## config.mk

```make
export PLATFORM = sky130hd
export DESIGN_NAME = i2c_init_sequencer
export DESIGN_NICKNAME = d
export VERILOG_FILES = /design/src/rtl/i2c_init_sequencer.sv
export SDC_FILE = /design/constraint.sdc
export NUM_CORES = 1
export LEC_CHECK = 0
export BUFFER_PORTS_ARGS = -buffer_cell sky130_fd_sc_hd__buf_4
export CAP_MARGIN = 5
export CORE_MARGIN = 2
export CORE_UTILIZATION = 40
export DETAILED_ROUTE_END_ITERATION = 8
export PLACE_DENSITY = 0.64
export REMOVE_ABC_BUFFERS = 1
export SYNTH_ARGS = -nofsm -noshare
export SYNTH_HDL_FRONTEND = slang
export SYNTH_SLANG_ARGS = --single-unit
```

## constraint.sdc

```tcl
create_clock -name i_clk -period 5.45 [get_ports i_clk]
set_clock_uncertainty 0.05 [all_clocks]
set_input_delay 0 -clock i_clk [delete_from_list [all_inputs] [get_ports i_clk]]
set_output_delay 0 -clock i_clk [all_outputs]
set_load 0.005 [all_outputs]
```

## src/rtl/i2c_init_sequencer.sv

```systemverilog
// rtl/i2c_init_sequencer.sv - WM8731 power-up register sequencer driving the I2C controller
module i2c_init_sequencer #(
  parameter int NUM_CMDS       = 7,
  parameter int GAP_CYCLES     = 16,
  parameter int TIMEOUT_CYCLES = 2000,
  parameter int MAX_RETRY      = 3,
  localparam int IW = (NUM_CMDS > 1) ? $clog2(NUM_CMDS) : 1
) (
  input  logic          i_clk,
  input  logic          i_rst,
  input  logic          i_start,
  input  logic          i_i2c_finished,
  output logic [23:0]   o_i2c_data,
  output logic          o_i2c_start,
  output logic          o_busy,
  output logic          o_done,
  output logic          o_error,
  output logic [IW-1:0] o_index
);

  localparam int TW = $clog2(TIMEOUT_CYCLES + 1);
  localparam int GW = $clog2(GAP_CYCLES + 1);
  localparam int RW = $clog2(MAX_RETRY + 1) > 0 ? $clog2(MAX_RETRY + 1) : 1;

  localparam logic [23:0] CMD_TABLE [0:6] = '{
    24'h341E00, 24'h340815, 24'h340A00, 24'h340C00,
    24'h340E42, 24'h341019, 24'h341201
  };

  typedef enum logic [2:0] {IDLE, ISSUE, WAIT, GAP, DONE, ERROR} state_t;

  state_t        state, state_d;
  logic [IW-1:0] idx, idx_d;
  logic [RW-1:0] retry, retry_d;
  logic [TW-1:0] tcnt, tcnt_d;
  logic [GW-1:0] gcnt, gcnt_d;
  logic          fin_q;
  logic          fin_rise;

  // A level already high when WAIT begins is stale; only a fresh rise counts.
  assign fin_rise = i_i2c_finished & ~fin_q;
  assign o_index  = idx;

  always_comb begin
    state_d = state;
    idx_d   = idx;
    retry_d = retry;
    tcnt_d  = tcnt;
    gcnt_d  = gcnt;
    case (state)
      IDLE, DONE, ERROR: begin
        if (i_start) begin
          state_d = ISSUE;
          idx_d   = '0;
          retry_d = '0;
          tcnt_d  = '0;
        end
      end
      ISSUE: begin
        state_d = WAIT;
        tcnt_d  = '0;
      end
      WAIT: begin
        // Completion takes priority over the timeout terminal count.
        if (fin_rise) begin
          retry_d = '0;
          if (idx == IW'(NUM_CMDS - 1)) begin
            state_d = DONE;
          end else begin
            state_d = GAP;
            gcnt_d  = '0;
          end
        end else if (tcnt == TW'(TIMEOUT_CYCLES - 1)) begin
          if (retry == RW'(MAX_RETRY)) begin
            state_d = ERROR;
          end else begin
            retry_d = retry + 1'b1;
            state_d = ISSUE;
          end
        end else begin
          tcnt_d = tcnt + 1'b1;
        end
      end
      GAP: begin
        if (gcnt == GW'(GAP_CYCLES - 1)) begin
          idx_d   = idx + 1'b1;
          state_d = ISSUE;
        end else begin
          gcnt_d = gcnt + 1'b1;
        end
      end
      default: state_d = IDLE;
    endcase
  end

  always_ff @(posedge i_clk) begin
    if (i_rst) begin
      state       <= IDLE;
      idx         <= '0;
      retry       <= '0;
      tcnt        <= '0;
      gcnt        <= '0;
      fin_q       <= 1'b0;
      o_i2c_data  <= '0;
      o_i2c_start <= 1'b0;
      o_busy      <= 1'b0;
      o_done      <= 1'b0;
      o_error     <= 1'b0;
    end else begin
      state       <= state_d;
      idx         <= idx_d;
      retry       <= retry_d;
      tcnt        <= tcnt_d;
      gcnt        <= gcnt_d;
      fin_q       <= i_i2c_finished;
      // Outputs are registered from the next state so they line up with it.
      o_i2c_start <= (state_d == ISSUE);
      o_busy      <= (state_d == ISSUE) || (state_d == WAIT) || (state_d == GAP);
      o_done      <= (state_d == DONE);
      o_error     <= (state_d == ERROR);
      if (state_d == ISSUE) begin
        o_i2c_data <= CMD_TABLE[idx_d];
      end
    end
  end

endmodule
```

---- Word-level counts from Yosys, hierarchy flattened ----
Memory sizes are Yosys's and may differ from the RTL's. A register that Yosys moved wholly into a read port is not among the register bits.
Index checks and enable logic that the tools add are counted.
W data, S select, Z words.
storage, ports and cells
  register bits after elaboration ......... 29
  bits in latches ......................... 0
  bits in writable memories ............... 0
  bits in read-only memories .............. 192
  output and inout bits ................... 31
  memories kept ........................... 1
cells by class
  add/sub/neg operators ................... 4
  multipliers ............................. 0
  div/mod/pow operators ................... 0
  magnitude comparators ................... 0
  equality and inequality tests ........... 22
  shifts and indexed selects .............. 0
  mux-type cells .......................... 23
  bitwise operators ....................... 3
  reduce and logical (&&, ||, !) cells .... 10
memories
  memory           words  width  read ports  clocked after memory_dff  write ports  line  source
  (no name shown)  8      24     1           1                         0            122   o_i2c_data <= CMD_TABLE[idx_d];
operators with widths
  operator                 count
  $mux W11                 3
  $pmux W11 S3             1
  $mux W3                  8
  $eq A3 B3 Y1 const B     5
  $mux W5                  3
  $eq A3 B2 Y1 const B     4
  $ne A2 B2 Y1 const B     6
  $pmux W3 S4              1
  $reduce_and A4 Y1        3
  $add A11 B1 Y11 const B  1
  $eq A11 B11 Y1 const B   1
  $pmux W5 S2              1
  $mux W2                  4
  $eq A3 B1 Y1 const B     2
  $ne A3 B3 Y1 const B     2
  $pmux W3 S2              1
  $add A5 B1 Y5 const B    1
  $eq A5 B4 Y1 const B     1
  $not A3 Y4               1
  $pmux W2 S2              1
  $reduce_bool A2 Y1       2
  $add A3 B1 Y3 const B    1
  $logic_not A3 Y1         1
  $reduce_bool A3 Y1       1
  other kinds (6)          7

---- Logic depth before layout (Yosys ltp) ----
Gate-level depths: netlist (run 1).
  word-level depth ........................ 8
  mapped depth ............................ 12
  depth with buffers taken out ............ 12

---- Worst setup path after synthesis (run 1) ----
No wires, ideal clock.
  kind .................................... register to register
  start point ............................. reg gcnt[0]
  end point ............................... reg o_i2c_data[9]
  setup time .............................. 0.132 ns
  arrival ................................. 2.318 ns
  required time ........................... 5.268 ns
  setup slack ............................. 2.950 ns
  cell stages (with the launch flop) ...... 12
  buffers on the path ..................... 0
  period minus slack after synthesis ...... 2.500 ns
  cell sequence ........................... dfxtp_1 -> ha_1 -> and3_1 -> ha_1 -> nand2_1 -> nor2_1 -> a221oi_1 -> inv_1 -> ha_1 -> or2_2 -> o2111ai_1 -> a21oi_1
on the way
  cells in the longest elaborated chain, start to end .. 4
  elaborated cells between the ends (all ways) .. 7
ends and longest elaborated chain
  item                              line  source
  from (decl)                       36    logic [GW-1:0] gcnt, gcnt_d;
  from (signal assigned)            114   gcnt <= gcnt_d;
  $eq A5 B4 Y1                      85    if (gcnt == GW'(GAP_CYCLES - 1)) begin
  $mux W3                           85
  $pmux W3 S2                       50    case (state)
  net idx_d[0]                      33    logic [IW-1:0] idx, idx_d;
  $not A3 Y4 (not written as such)  122
  to (decl)                         13    output logic [23:0] o_i2c_data,
The timed path passes the listed nets, and every way through them passes these cells.
A chain may end at the register's enable or synchronous reset.

---- Final worst setup path (run 1) ----
  start point ............................. reg state[1]
  end point ............................... reg o_i2c_data[9]
on the way
  cells in the longest elaborated chain, start to end .. 4
  elaborated cells between the ends (all ways) .. 15
ends and longest elaborated chain
  item                                              line  source
  from (decl)                                       32    state_t state, state_d;
  from (signal assigned)                            110   state <= state_d;
  $eq A3 B3 Y1 or $logic_not A3 Y1 (tied branches)  50
  $reduce_or A3 Y1                                  50
  $pmux W3 S2 *                                     50
  net idx_d[0]                                      33
  $not A3 Y4 (not written as such) *                122
The timed path passes the listed nets; every way through them passes the cells marked *.

==> results of run 1 <==
metrics by stage:
step           std cells  setup slack [ps]  util (%)  hold slack, ps
2_1_floorplan        237              2954         -           19.07
3_3_place_gp         332              2798     43.42           184.9
3_5_place_dp         332              2643     43.42           201.3
4_1_cts              341              2651     45.22           34.19
5_1_grt              341              2382     45.22           49.81
6_report             341              2610     45.22           34.96
worst max-delay path, delay by kind of cell, from the launching register on:
family,cells,cell delay [ps]
compound gates,3,800
fa+ha+maj,1,270
buf+inv,2,520
flops,1,780
simple gates,1,300
layout make-up:
class | count | area, µm²
Timing Repair Buffer | 24 | 182.7
Sequential cell | 39 | 780.7
Fill cell | 568 | 2998
Clock inverter | 3 | 20.02
Multi-Input combinational cell | 189 | 1299
Inverter | 9 | 33.78
Tap cell | 72 | 90.09
Clock buffer | 5 | 68.82
logic make-up after synthesis:
kind of cell    share of synthesized area (%)
xor+xnor                                2.721
simple gates                            23.49
other cells                            0.1664
buf+inv                                 9.384
fa+ha+maj                               5.552
compound gates                          21.82
flops                                   34.65
mux                                     2.221
timing repair:
item,in CTS,in global routing
resized for setup,0,0
hold endpoints to repair,1,0
hold buffers,1,0
synth_stat cells, types with 3 or more instances:
library cell	number	area (µm²)
sky130_fd_sc_hd__dfxtp_1	39	780.8
sky130_fd_sc_hd__a21oi_1	24	120.1
sky130_fd_sc_hd__nor2_1	22	82.58
sky130_fd_sc_hd__buf_4	16	120.1
sky130_fd_sc_hd__nand2_1	12	45.04
sky130_fd_sc_hd__nor3_1	11	55.05
sky130_fd_sc_hd__ha_1	10	125.1
sky130_fd_sc_hd__o21ai_0	10	50.05
sky130_fd_sc_hd__inv_1	9	33.78
sky130_fd_sc_hd__nand3_1	9	45.04
sky130_fd_sc_hd__xnor2_1	7	61.31
sky130_fd_sc_hd__a211oi_1	5	37.54
sky130_fd_sc_hd__mux2i_1	5	50.05
sky130_fd_sc_hd__nand4_1	4	25.02
sky130_fd_sc_hd__a21o_1	3	22.52
sky130_fd_sc_hd__clkbuf_1	3	11.26
sky130_fd_sc_hd__or3_1	3	18.77
metal layers:
metal / GRT usage, % / vias to the layer above / wire length (µm)
met3: 3.636 / 7 / 159
met1: 21.51 / 866 / 2305
met4: 5.517 / 0 / 64
li1: - / 929 / -
met2: 24.41 / 30 / 2076
met5: 0 / - / 0
layout by cell type (no fill, tap or decap), drive strengths merged, types with 3 or more instances in the layout:
cell type / count
dfxtp: 39
inv: 9
buf: 23
o21ai: 11
xnor2: 7
or3: 4
nor2b: 3
a21o: 3
nand4: 4
mux2i: 5
ha: 10
nand2: 12
nor3: 13
conb: 11
nand3: 9
or3b: 3
a2111oi: 4
a21oi: 26
a211oi: 5
clkbuf: 5
nor2: 23
flip-flops by register name, indices dropped and copies added, names as in the netlist:
signal and count:
fin_q 1, gcnt 5, o_busy 1, o_done 1, o_error 1, o_i2c_data 10
o_i2c_start 1, o_index 3, retry 2, state 3, tcnt 11
report_power, final:
part	internal (mW)	leakage (nW)	switching [mW]	total [mW]
registers	0.296	0.317	0.0118	0.308
logic	0.0383	0.573	0.0539	0.0922
clock network	0.0892	0.0402	0.109	0.198
final timing paths:
check / slack (ps) / to / startpoint
min: 30 / o_i2c_data[20] / i_rst
max reg2reg: 2610 / o_i2c_data[9] / state[1]
min reg2reg: 410 / retry[1] / retry[1]
max: 2610 / o_i2c_data[9] / state[1]
==> impl_metrics.tcl, run 1 <==
set metrics [dict create \
    max_freq_ghz 0.3521 \
    gp_congestion 0.7899 \
    crit_chain "inv_1, a221oi_1, inv_1, ha_1, or2_2, o2111ai_1, a21oi_1" \
    drt.antenna.violating_nets 0 \
    share_of_the_clock_period_used_by_the_worst_path_after_layout_pct 52.11 \
    die_ar_um2 6250 \
    diodes 0 \
    grt_start_max_net_pins 32 \
    areaGrowthSynthToFinish_pct 9.828 \
    routed_wirelength_um 4605 \
    tightestPinTransition_ps 948.0 \
    maxCapViolCount 0 \
    max-vdd-ir-drop_v 0.0001648 \
    dp_hpwl_um 3305 \
    synth_seq_area_share_pct 34.65 \
    die_y_um 79.06 \
    finalHoldViolations 0 \
    timing.critical_path.fanout_max 21 \
    drtPass1Iterations 4 \
    netlist_area_um2 2253 \
    setup_viol_count_final 0 \
    tritoncts "done" \
    core_um2 5473 \
    cts_post_setup_buffers_inserted 0 \
    vias 1832 \
    crit_path_start_kind "flop" \
    hold_class "in2reg" \
    min_path_cells 2 \
    fin_crit_ps 2840 \
    h-tree-depth 2 \
    design_area_um2 2475 \
    overflow 0 \
    endpoint_kind "flop" \
    clock_sink_count 39 \
    synthesis.area_per_instance_um2 8.978 \
    max_root_sink_buffers 2 \
    leakage_nw 0.9295 \
    synth-async-reset-ratio_pct 0 \
    cts-root-buf "sky130_fd_sc_hd__clkbuf_8" \
    crit_arrival_ps 2970 \
    first_iter_violations 91 \
    drcViolationCount 0 \
    worstPathRequired_ps 5580 \
    status "finished clean" \
    post_drt_wl_per_cell_um 13.50 \
    worst-r2r-cell-count 7 \
    port-buffer-count 23 \
    grt_util_all_layers_pct 15.76 \
    vias_in_the_first_global_route 1713 \
    most_frequently_used_flop_master_after_synthesis "sky130_fd_sc_hd__dfxtp_1" \
    critical_path_class "reg2reg" \
    cpMaxStageDelayCell "sky130_fd_sc_hd__dfxtp_1" \
    synth.yosys.warnings 0 \
    placed_cell_area_um2 2376 \
    numCtsBuffers 5 \
    post_drt_via_cell_ratio 5.372 \
    initial_core_util_pct 41.18 \
    row_count 27 \
    total_power_divided_by_cell_area_nw_per_um2 241.6 \
    fp.dieW_um 79.06 \
    grt_first_pass_wirelength_um 7948 \
    ys_types 62 \
    antenna_found_initial 0 \
    grt_setup_unrepaired "no" \
    final_layout_size_suffix_gt1_share_pct 20.07 \
    clk-insertion-delay-late_ps 300 \
    io_pins 35 \
    path_clk_slew_ps 90 \
    critical-path-max-stage-delay_ps 780 \
    ys_seq_elements 39 \
    totalNegativeSetupSlack_ps 0 \
    postSynthCellCount 251 \
    drv_slew 0 \
    totalPowerFinal_mw 0.5980 \
    worst_path_most_repeated_cell "sky130_fd_sc_hd__inv_1" \
    count_of_flip_flops_with_a_built_in_enable_after_synthesis 0 \
    nets 282 \
    worst_slew_margin_rel_pct 36.80 \
]
(Power assumes the default switching activity.)
==> run 2: changes to the inputs <==
PLACE_DENSITY = 0.66   (was 0.64)
clock period = 2.42 ns   (was 5.45 ns; I/O delays follow)
==> run 2 against run 1 <==
Against the previous run:
- the run now ends with negative setup slack left
- clock power rose by 120%
- core utilization rose by 4.0 points
- worst setup slack got worse by 2700 ps
- sequential power rose by 120%
==> impl_metrics.tcl, run 2 (synthesis gave the netlist of run 1 again) <==
set metrics [dict create \
    status "finished, violations left" \
    violated_checks "negative setup slack" \
    largest_register "tcnt" \
    grt_first_pass_wirelength_um 8631 \
    gp_congestion 0.8016 \
    worstPathRequired_ps 2600 \
    clock_sink_count 39 \
    worst-r2r-cell-count 11 \
    drv_slew 0 \
    max-vdd-ir-drop_v 0.0002765 \
    fin_crit_ps 2500 \
    tightestPinTransition_ps 715.4 \
    critical_path_class "reg2reg" \
    post_drt_wl_per_cell_um 14.42 \
    num-fill-cells 534 \
    maxCapViolCount 0 \
    final_common_cell "sky130_fd_sc_hd__buf_4" \
    post_drt_via_cell_ratio 5.441 \
    hold_path_startpoint "i_rst" \
    reg2reg_to "o_i2c_data[3]" \
    finalWorstSetupSlack_ps -80.33 \
    dpl.cell_count 349 \
    max_freq_ghz 0.3999 \
    totalPowerFinal_mw 1.369 \
    fp.dieW_um 79.06 \
    number_of_standard_cells_in_the_layout_taps_in_and_fillers_out 363 \
    totalNegativeSetupSlack_ps -80.33 \
    diodes 0 \
    finish.utilization_pct 49.22 \
    drcViolationCount 0 \
    initial_core_util_pct 41.18 \
    endpoint_kind "flop" \
    setup_viol_count_final 1 \
    tritoncts "done" \
    dp_hpwl_um 3497 \
    cts-root-buf "sky130_fd_sc_hd__clkbuf_8" \
    core_um2 5473 \
    crit_arrival_ps 2680 \
    worst_hold_path.endpoint "gcnt[4]" \
    finalHoldViolations 0 \
    final_layout_size_suffix_gt1_share_pct 29.21 \
    vias_in_the_first_global_route 1781 \
    h-tree-depth 2 \
    antenna_found_initial 0 \
    numCtsBuffers 5 \
    regToRegSetupSlack_ps -80 \
    worst_slew_margin_rel_pct 52.31 \
    nets 304 \
    overflow 0 \
    path_clk_slew_ps 80 \
    clk-insertion-delay-late_ps 290 \
    drtPass1Iterations 5 \
    crit_path_start_kind "flop" \
    routed_wirelength_um 5235 \
    drt.antenna.violating_nets 0 \
    grt_start_max_net_pins 32 \
    io_pins 35 \
    reg_top3 "tcnt x11, o_i2c_data x10, gcnt x5" \
    grt_setup_unrepaired "yes" \
    commonest_cells_after_routing_fill_and_taps_aside "sky130_fd_sc_hd__buf_4 (44), sky130_fd_sc_hd__dfxtp_1 (37), sky130_fd_sc_hd__a21oi_1 (24)" \
    total_power_divided_by_cell_area_nw_per_um2 508.2 \
    leakage_nw 1.034 \
    die_ar_um2 6250 \
    max_root_sink_buffers 2 \
    timing.critical_path.fanout_max 4 \
    share_of_the_clock_period_used_by_the_worst_path_after_layout_pct 103.3 \
    largest_register_ffs 11 \
    grt_util_all_layers_pct 17.40 \
    min_path_cells 2 \
    die_y_um 79.06 \
    first_iter_violations 75 \
    areaGrowthSynthToFinish_pct 19.54 \
    vias 1975 \
    worstReg2RegStart "gcnt[0]" \
    row_count 27 \
    port-buffer-count 23 \
    hold_class "in2reg" \
]
==> run 2: area by class of cell <==
type,instances,area (µm²),share of cell area (%)
tap,72,90.09,3.344
sequential,39,783.3,29.08
timing repair buffer,46,351.6,13.05
clock inverter,1,5.005,0.1858
inverter,9,33.78,1.254
multi-input combinational,189,1354,50.26
clock buffer,7,76.32,2.833
==> run 2: worst max-delay path, stage by stage, from the launching register on <==
cell and delay (ps):
sky130_fd_sc_hd__dfxtp_2 340, sky130_fd_sc_hd__ha_4 150, sky130_fd_sc_hd__and3_4 180, sky130_fd_sc_hd__ha_4 160, sky130_fd_sc_hd__buf_6 110, sky130_fd_sc_hd__a21o_1 140
sky130_fd_sc_hd__o211ai_1 180, sky130_fd_sc_hd__ha_2 290, sky130_fd_sc_hd__inv_2 30, sky130_fd_sc_hd__a211o_1 270, sky130_fd_sc_hd__or3_1 370, sky130_fd_sc_hd__a21oi_1 140
==> run 2: worst max-delay path by stage <==
stage / start / to / slack [ps] / cells after the start
global placement: gcnt[0] / o_i2c_data[9] / -10 / 12
floorplan: gcnt[0] / o_i2c_data[9] / -80 / 11
finish: gcnt[0] / o_i2c_data[3] / -80 / 11
global route: gcnt[0] / o_i2c_data[3] / -170 / 11
CTS: gcnt[0] / o_i2c_data[3] / -20 / 12
detailed placement: gcnt[0] / o_i2c_data[3] / -70 / 11
==> run 2: routing by layer <==
layer	global-route usage, %	share of wire [%]
met1	23.80	46
met5	0	0
met2	27.80	47
met3	3.409	5.5
met4	5.172	1.4
==> run 2: what timing repair did <==
item | 4_1_cts | 5_1_grt
gates resized for setup | 2 | 12
hold endpoints to repair | 1 | 0
setup endpoints to repair | 6 | 9
hold buffers | 1 | 0
gates cloned | 0 | 0
setup buffers | 1 | 4
pin swaps | 3 | 7
==> run 2: power by group <==
part	internal, mW	switching [mW]
clock network	0.203	0.237
registers	0.667	0.0198
logic	0.107	0.136
total	0.976	0.393
==> run 2: per-stage QoR <==
| stage | hold slack, ps | worst slack, ps | area [µm²] |
|---|---|---|---|
| CTS | 34.92 | -19.48 | 2608 |
| global route | 51.22 | -169.2 | 2694 |
| global placement | 179.7 | -10.91 | 2504 |
| detailed placement | 195.0 | -69.93 | 2504 |
| finish | 30.38 | -80.33 | 2694 |
| floorplan | 19.07 | -76.13 | 2113 |
==> run 3: changes to the inputs <==
CTS_BUF_LIST = sky130_fd_sc_hd__clkbuf_2   (was default)
CTS_CLUSTER_SIZE = 28   (was default)
==> run 3 against run 2 <==
Against the previous run:
- fmax grew 0.80%
- register-to-register slack better by 20 ps
- the run still ends with negative setup slack left
- clock-buffer cell count is the same
- die area is the same
- clock power fell by 31%
- non-clock buffer count rose by 7
- critical path depth is 1 higher
==> impl_metrics.tcl, run 3 (synthesis gave the netlist of run 1 again) <==
set metrics [dict create \
    leakage_nw 1.064 \
    seqPwrFrac_pct 55.5 \
    cts-root-buf "sky130_fd_sc_hd__clkbuf_2" \
    die_y_um 79.06 \
    worst_slew_margin_rel_pct 52.89 \
    h-tree-depth 2 \
    diodes 0 \
    grt_first_pass_wirelength_um 8604 \
    final_layout_size_suffix_gt1_share_pct 31.88 \
    fp.dieW_um 79.06 \
    vias_in_the_first_global_route 1793 \
    critical_path_class "reg2reg" \
    path_clk_slew_ps 210 \
    post_drt_via_cell_ratio 5.381 \
    overflow 0 \
    row_count 27 \
    share_of_the_clock_period_used_by_the_worst_path_after_layout_pct 102.5 \
    max-vdd-ir-drop_v 0.0003037 \
    grt_util_all_layers_pct 17.30 \
    internal_power_mw 0.8581 \
    drtPass1Iterations 5 \
    max_root_sink_buffers 2 \
    drv_slew 0 \
    placed_cell_area_um2 2504 \
    initial_core_util_pct 41.18 \
    dp_hpwl_um 3497 \
    grt_start_max_net_pins 32 \
    clock_sink_count 39 \
    core_um2 5473 \
    finalHoldViolations 0 \
    nets 311 \
    areaGrowthSynthToFinish_pct 22.10 \
    violated_checks "negative setup slack" \
    antenna_found_initial 0 \
    pwr-share-comb_pct 20.0 \
    status "finished, violations left" \
    worstPathRequired_ps 2730 \
    first_iter_violations 114 \
    finalWorstSetupSlack_ps -60.48 \
    final_common_cell "sky130_fd_sc_hd__buf_4" \
    grt_setup_unrepaired "yes" \
    vias 1991 \
    post_drt_wl_per_cell_um 14.19 \
    commonest_cells_after_routing_fill_and_taps_aside "sky130_fd_sc_hd__buf_4 (48), sky130_fd_sc_hd__dfxtp_1 (37), sky130_fd_sc_hd__a21oi_1 (24)" \
    clock_power_share_pct 24.5 \
    gp_congestion 0.8016 \
    timing.critical_path.fanout_max 4 \
    tightestPinTransition_ps 706.6 \
    numCtsBuffers 5 \
    largest_register "tcnt" \
    total_power_divided_by_cell_area_nw_per_um2 451.5 \
    maxCapViolCount 0 \
    num-fill-cells 535 \
    crit_path_start_kind "flop" \
    crit_arrival_ps 2790 \
    hold_class "reg2reg" \
    netSwitchingFraction_pct 30.92 \
    hold_slack_final_ps 431.9 \
    endpoint_kind "flop" \
    drcViolationCount 0 \
    clk-insertion-delay-late_ps 410 \
    max_freq_ghz 0.4031 \
    routed_wirelength_um 5249 \
    io_pins 35 \
    setup_viol_count_final 2 \
    largest_register_ffs 11 \
    reg_top3 "tcnt x11, o_i2c_data x10, gcnt x5" \
    fin_crit_ps 2480 \
    die_ar_um2 6250 \
    drt.antenna.violating_nets 0 \
    design_area_um2 2751 \
    net-switching-power_mw 0.3841 \
    port-buffer-count 23 \
    tritoncts "done" \
]
==> run 3: changes by cell type in the layout (fill, tap and decap cells not counted), sizes merged <==
cell	before	now
buf	45	49
dlygate4sd3	1	4
==> run 3: final cells by class <==
| cell class | count | area, µm² | area share, % |
|---|---|---|---|
| clock inverter | 1 | 5.005 | 0.1819 |
| clock buffer | 7 | 35.03 | 1.273 |
| timing repair buffer | 53 | 411.6 | 14.96 |
| tap | 72 | 90.09 | 3.274 |
| inverter | 9 | 33.78 | 1.228 |
| sequential | 39 | 783.3 | 28.47 |
| multi-input combinational | 189 | 1393 | 50.61 |
==> run 3: worst max-delay path: stages (launching register included) <==
cell and delay [ps]:
sky130_fd_sc_hd__dfxtp_2 380, sky130_fd_sc_hd__ha_4 160, sky130_fd_sc_hd__and3_4 150, sky130_fd_sc_hd__ha_4 160
sky130_fd_sc_hd__buf_6 120, sky130_fd_sc_hd__a21o_1 140, sky130_fd_sc_hd__o211ai_1 140, sky130_fd_sc_hd__buf_4 180
sky130_fd_sc_hd__ha_4 130, sky130_fd_sc_hd__inv_2 30, sky130_fd_sc_hd__a211o_1 270, sky130_fd_sc_hd__or3_1 370
sky130_fd_sc_hd__a21oi_1 140
==> run 3: power by group through the flow <==
stage	clock, mW	sequential (mW)	combinational (mW)
4_1_cts	0.318	0.688	0.242
3_5_place_dp	0	0.701	0.235
6_report	0.304	0.689	0.249
3_3_place_gp	0	0.700	0.233
2_1_floorplan	0	0.706	0.126
5_1_grt	0.338	0.693	0.274
==> run 3: metrics by stage <==
| stage | total power, mW | setup WS (ps) | setup TNS (ps) | util (%) | std cells |
|---|---|---|---|---|---|
| floorplan | 0.8315 | -76.13 | -140.0 | - | 237 |
| global placement | 0.9334 | -10.91 | -10.91 | 45.75 | 349 |
| detailed placement | 0.9358 | -69.93 | -152.2 | 45.75 | 349 |
| CTS | 1.249 | -28.96 | -53.77 | 48.03 | 364 |
| global route | 1.305 | -153.2 | -697.7 | 50.27 | 370 |
| finish | 1.242 | -60.48 | -78.38 | 50.27 | 370 |
==> run 3: final timing paths <==
kind | to | cells after the start | start | slack (ps)
worst min register to register | retry[1] | 2 | retry[1] | 430
worst min-delay path | retry[1] | 2 | retry[1] | 430
worst max register to register | o_i2c_data[3] | 12 | gcnt[0] | -60
worst max-delay path | o_i2c_data[3] | 12 | gcnt[0] | -60
==> run 3: what timing repair did <==
item	in CTS	in global routing
pin swaps	7	7
setup endpoints to repair	6	9
buffers inserted	3	6
resized for setup	8	13
gates cloned	0	0
hold buffers	4	0
endpoints found under the hold margin	30	0
==> run 3: routing by layer <==
metal	part of all wire, %	wire [µm]	up-vias	GRT usage, %
met5	0	0	-	0
met4	1.8	97	0	5.690
met3	5.3	279	10	3.068
met2	47	2454	63	27.71
met1	46	2417	926	23.58
li1	-	-	992	-
